**config.mk**
```make
export PLATFORM = sky130hd
export DESIGN_NAME = std_shared_alu_arbiter
export DESIGN_NICKNAME = d
export VERILOG_FILES = /design/src/rtl/std_shared_alu_arbiter.sv
export SDC_FILE = /design/constraint.sdc
export NUM_CORES = 1
export LEC_CHECK = 0
export BUFFER_PORTS_ARGS = -buffer_cell sky130_fd_sc_hd__buf_2
export CORE_AREA = 2 2 168 170
export CTS_BUF_LIST = sky130_fd_sc_hd__clkbuf_2
export CTS_CLUSTER_DIAMETER = 30
export DETAILED_ROUTE_END_ITERATION = 10
export DIE_AREA = 0 0 170 172
export PLACE_DENSITY = 0.47
export SYNTH_ARGS = -nofsm -noshare
export SYNTH_HDL_FRONTEND = slang
export SYNTH_SLANG_ARGS = --single-unit
```
**constraint.sdc**
```tcl
create_clock -name clk -period 4.44 [get_ports clk]
set_input_delay 0.444 -clock clk [delete_from_list [all_inputs] [get_ports clk]]
set_output_delay 0.444 -clock clk [all_outputs]
set_load 0.05 [all_outputs]
```
**src/rtl/std_shared_alu_arbiter.sv**
```systemverilog
// Purpose: round-robin share of one left/right/valid -> ready/out arithmetic unit among N requesters.
// Latency: req seen in IDLE -> operands on the unit next cycle -> response pulse the cycle after res_ready (earliest 2 cycles).
// Backpressure: res_valid and operand steering held until res_ready or MAX_WAIT timeout; requesters hold req until their pulse.
//
// Ports:
//   clk, reset (async, active-low)
//   req[N], left_flat/right_flat[N*width]      requester side, slice i belongs to requester i
//   res_valid, res_left, res_right -> unit;    res_ready, res_out <- unit
//   resp_valid[N] (one-hot pulse), resp_data, resp_err (timeout flag) back to the winner
//   busy_cycles: saturating count of non-IDLE cycles when STD_ARB_PERF_EN is defined, else 0
module std_shared_alu_arbiter #(
    parameter int width    = 32,
    parameter int N        = 4,
    parameter int MAX_WAIT = 64
) (
    input  logic               clk,
    input  logic               reset,
    input  logic [N-1:0]       req,
    input  logic [N*width-1:0] left_flat,
    input  logic [N*width-1:0] right_flat,
    output logic               res_valid,
    output logic [width-1:0]   res_left,
    output logic [width-1:0]   res_right,
    input  logic               res_ready,
    input  logic [width-1:0]   res_out,
    output logic [N-1:0]       resp_valid,
    output logic [width-1:0]   resp_data,
    output logic               resp_err,
    output logic [31:0]        busy_cycles
);
    localparam int PW = (N > 1) ? $clog2(N) : 1;
    localparam int CW = $clog2(MAX_WAIT + 1);
    localparam logic [N-1:0] GRANT_LSB = N'(1);

    typedef enum logic [1:0] {
        IDLE  = 2'd0,
        ISSUE = 2'd1,
        WAIT  = 2'd2,
        RESP  = 2'd3
    } state_t;

    state_t          state;
    logic [PW-1:0]   grant;
    logic [PW-1:0]   rr_ptr;
    logic [PW-1:0]   pick;
    logic [CW-1:0]   wait_cnt;
    logic [N-1:0]    rot;
    logic [PW:0]     pick_sum;
    logic [PW:0]     next_ptr;

    // Rotate the request vector so bit 0 is the requester at rr_ptr; the
    // lowest set bit of the rotated vector is the round-robin winner.
    always_comb begin
        rot      = N'({req, req} >> rr_ptr);
        pick     = rr_ptr;
        pick_sum = '0;
        for (int k = N - 1; k >= 0; k--) begin
            if (rot[k]) begin
                pick_sum = {1'b0, rr_ptr} + (PW+1)'(k);
                if (pick_sum >= (PW+1)'(N)) begin
                    pick_sum = pick_sum - (PW+1)'(N);
                end
                pick = pick_sum[PW-1:0];
            end
        end
    end

    // Pointer moves just past the requester that was served.
    always_comb begin
        next_ptr = {1'b0, grant} + 1'b1;
        if (next_ptr >= (PW+1)'(N)) begin
            next_ptr = '0;
        end
    end

    // Operands follow the granted slice live while the op is in flight, so a
    // caller that changes them mid-op is seen by the unit unmasked.
    assign res_left  = res_valid ? left_flat[int'(grant)*width +: width]  : '0;
    assign res_right = res_valid ? right_flat[int'(grant)*width +: width] : '0;

    always_ff @(posedge clk or negedge reset) begin
        if (!reset) begin
            state      <= IDLE;
            grant      <= '0;
            rr_ptr     <= '0;
            wait_cnt   <= '0;
            res_valid  <= 1'b0;
            resp_valid <= '0;
            resp_data  <= '0;
            resp_err   <= 1'b0;
        end else begin
            case (state)
                IDLE: begin
                    if (|req) begin
                        grant     <= pick;
                        res_valid <= 1'b1;
                        state     <= ISSUE;
                    end
                end
                ISSUE, WAIT: begin
                    if (res_ready) begin
                        res_valid  <= 1'b0;
                        resp_valid <= GRANT_LSB << grant;
                        resp_data  <= res_out;
                        resp_err   <= 1'b0;
                        state      <= RESP;
                    end else if (state == WAIT && wait_cnt == CW'(MAX_WAIT)) begin
                        // Unit never answered: report a zero result with the error flag.
                        res_valid  <= 1'b0;
                        resp_valid <= GRANT_LSB << grant;
                        resp_data  <= '0;
                        resp_err   <= 1'b1;
                        state      <= RESP;
                    end else begin
                        // wait_cnt is 0 on entry from ISSUE, so WAIT starts at 1.
                        wait_cnt <= wait_cnt + 1'b1;
                        state    <= WAIT;
                    end
                end
                RESP: begin
                    resp_valid <= '0;
                    resp_data  <= '0;
                    resp_err   <= 1'b0;
                    rr_ptr     <= next_ptr[PW-1:0];
                    wait_cnt   <= '0;
                    state      <= IDLE;
                end
                default: state <= IDLE;
            endcase
        end
    end

`ifdef STD_ARB_PERF_EN
    always_ff @(posedge clk or negedge reset) begin
        if (!reset) begin
            busy_cycles <= '0;
        end else if (state != IDLE && busy_cycles != 32'hFFFF_FFFF) begin
            busy_cycles <= busy_cycles + 32'd1;
        end
    end
`else
    assign busy_cycles = '0;
`endif

endmodule
```
==> summary.txt <==
Place
  – Final HPWL DP: 17.7 mm
  – Place WS: 1.62 ns
  – Post-DP Area: 6920 um2
  – Inst Count DP: 1141
  – I/O Buffers: 396
  – GPL Wtd Cong: 0.909

Clock network
  – Post-CTS Setup Bufs: 0
  – Clock sinks: 51
  – CTS tree: yes
  – Clk slew on worst S/H paths: 0.26 ns
  – Post_cts resized: 0
  – Bufs on Longest Clock Path: 2
  – Later-pin clock latency in the skew report: 0.45 ns
  – Cts hold-fix bufs: 0
  – Root Buffer: clkbuf_2
  – Inserted Clock Buffers: 5
  – Max H-tree Level: 2

Critical path
  – FF-to-FF Start: state[0]
  – Setup Crit Path Kind: reg2out
  – Crit path DAT: 2.82 ns
  – Worst path required time: 4.00 ns
  – Critical path peak fanout: 40
  – Crit path launch: grant[0]
  – CP Capture Type: primary output
  – Worst setup SP type: flop

Detailed routing
  – DR DRC count: 0
  – Vias/cell: 4.32
  – Antenna viol nets, final: 0
  – Initial DRC Count: 203
  – Detailed Routing Iterations Pass 1: 5
  – Via count: 4986
  – Final WL: 21.4 mm
  – Avg WL per Cell: 18.6 um

Global route
  – Wire length of the first global-routing pass: 30.0 mm
  – Grt total ovfl: 0
  – Initial antenna violation count: 10
  – Largest net degree at the start of global routing: 67
  – Vias in the first global route: 4867
  – All-Layer GR Usage: 0.137

Synthesis
  – Sequential share of the synthesized area: 0.270
  – Synth area leaders: mux4_2, dfrtp_1, and2_1
  – Post-synth EDFFs: 0
  – Ys async rst share: 1.00
  – Synth warnings: 0
  – Synth unique cells: 39
  – Syn Inst Count: 432
  – Yosys top cell area share: 0.305
  – Post-synthesis register bit count: 51
  – Post-Synthesis Cell Area: 4730 um2
  – Yosys top cell by area: mux4_2
  – Ys flop type: dfrtp_1
  – Average cell area after synthesis: 11.0 um2

Worst hold path
  – Hold Crit Class: in2async

Finish
  – Proportion of layout cells with a drive suffix above 1: 0.609
  – Sequential standard cell area: 1280 um2
  – Post-route cell area: 6990 um2
  – Final cell count without fillers: 1155
  – Nets: 1106
  – Final cell utilization of the core: 0.255
  – Multi-input gate area: 3000 um2
  – Fillers: 3002
  – Layout area overhead: 47.8%

Die
  – IO Pins: 429
  – FP Rows: 61
  – Core area: 27500 um2
  – Die width: 170 um
  – Die Span Y: 172 um
  – Initial Util: 0.172
  – Die footprint: 29200 um2

Timing
  – TNS Setup: 0 ns
  – RSZ-0062 raised after global routing: no
  – Fmax achieved: 0.307 GHz
  – Max-slew violations: 0
  – Slew @ Worst Pin: 1.07 ns
  – Part of the cycle the worst path needs: 0.735
  – Final Hold Fails: 0
  – Setup-failing EPs final: 0
  – Relative slew slack: 0.289
  – Fin crit period: 3.26 ns
  – Final WS setup: 1.18 ns
  – Final hold slack: 0.0509 ns
  – Clock Skew: 0.00979 ns

Power
  – Tot Pwr: 5.26 mW
  – Lkg Pwr: 3.47 nW
  – Cell area power density: 752 nW/um2
  – Worst VDD drop: 0.363 mV

Run status
  – Outcome: complete, no violations

Job
  – MaxCap Viol Count: 0
==> metal layers <==
layer	vias up	global-route usage	part of all wire
met5	-	0.0278	0.0019
met4	6	0.0190	0.0073
met3	15	0.0504	0.11
met2	245	0.229	0.47
met1	2448	0.170	0.42
li1	2272	-	-
==> cell type report <==
| class | instances | area share |
|---|---|---|
| Timing Repair Buffer | 403 | 0.293 |
| Tap cell | 346 | 0.0619 |
| Multi-Input combinational cell | 301 | 0.429 |
| Inverter | 40 | 0.0215 |
| Antenna cell | 6 | 0.00215 |
| Clock buffer | 5 | 0.00358 |
| Clock inverter | 3 | 0.00555 |
| Sequential cell | 51 | 0.183 |
==> synthesized netlist by cell type (2+ instances only) <==
master	number
and3_1	2
a31oi_1	2
and2_1	64
clkbuf_1	24
nor2b_1	4
clkbuf_2	3
nand3_1	4
inv_1	40
dfrtp_1	51
mux4_2	64
a21o_1	2
nand2b_1	4
nor2_1	6
mux2_2	5
nand4b_1	32
buf_4	35
nand2_1	3
o21ai_0	44
buf_6	2
o31ai_2	3
buf_1	2
a22o_1	5
buf_2	5
o31ai_1	3
ha_1	9
==> kinds of logic after synthesis <==
family	after synthesis	synth area share
other cells	1	0.000792
flops	51	0.270
fa+ha+maj	9	0.0238
buf+inv	111	0.121
compound gates	67	0.0907
simple gates	124	0.177
mux	69	0.316
==> final timing paths <==
path | endpoint | slack [ns] | cells past startpoint
max in group asynchronous | grant[0] | 3.90 | 2
max | res_left[4] | 1.18 | 4
min | resp_data[28] | 0.05 | 2
min in group clk | resp_data[4] | 0.22 | 3
max reg2reg | wait_cnt[5] | 1.85 | 7
min reg2reg | wait_cnt[6] | 0.52 | 1
==> registers in the layout (all words and copies together), names as in the netlist <==
signal      flops
wait_cnt        7
res_valid       1
grant           2
resp_valid      4
rr_ptr          2
state           2
resp_data      32
resp_err        1
==> power breakdown <==
| group | switching, mW | internal, mW | total, mW |
|---|---|---|---|
| Clock | 0.158 | 0.0924 | 0.251 |
| Combinational | 2.68 | 1.37 | 4.05 |
| Sequential | 0.338 | 0.618 | 0.956 |
==> cells in the final DEF, fill, tap and decap left out, drive strengths merged, types with 2 or more instances in the layout <==
cell | synthesis | final
a31oi | 3 | 3
o21ai | 44 | 44
o31ai | 6 | 6
mux2 | 5 | 5
mux4 | 64 | 64
dfrtp | 51 | 51
and2 | 65 | 65
nand2 | 3 | 3
clkinv | 0 | 2
nor2b | 4 | 4
nor2 | 6 | 6
a21o | 2 | 2
clkbuf | 27 | 5
nand3 | 4 | 4
conb | 1 | 32
nand2b | 4 | 4
nand4b | 32 | 32
buf | 44 | 403
a22o | 5 | 5
diode | 0 | 6
inv | 40 | 40
ha | 9 | 9
and3 | 2 | 2
==> worst max-delay path, cell delays in order (launching register included) <==
cell and delay, ns:
dfrtp_4 1.02, buf_12 0.34, mux4_2 0.53, and2_1 0.20
buf_2 0.23
Power figures use the tool's default switching activity.
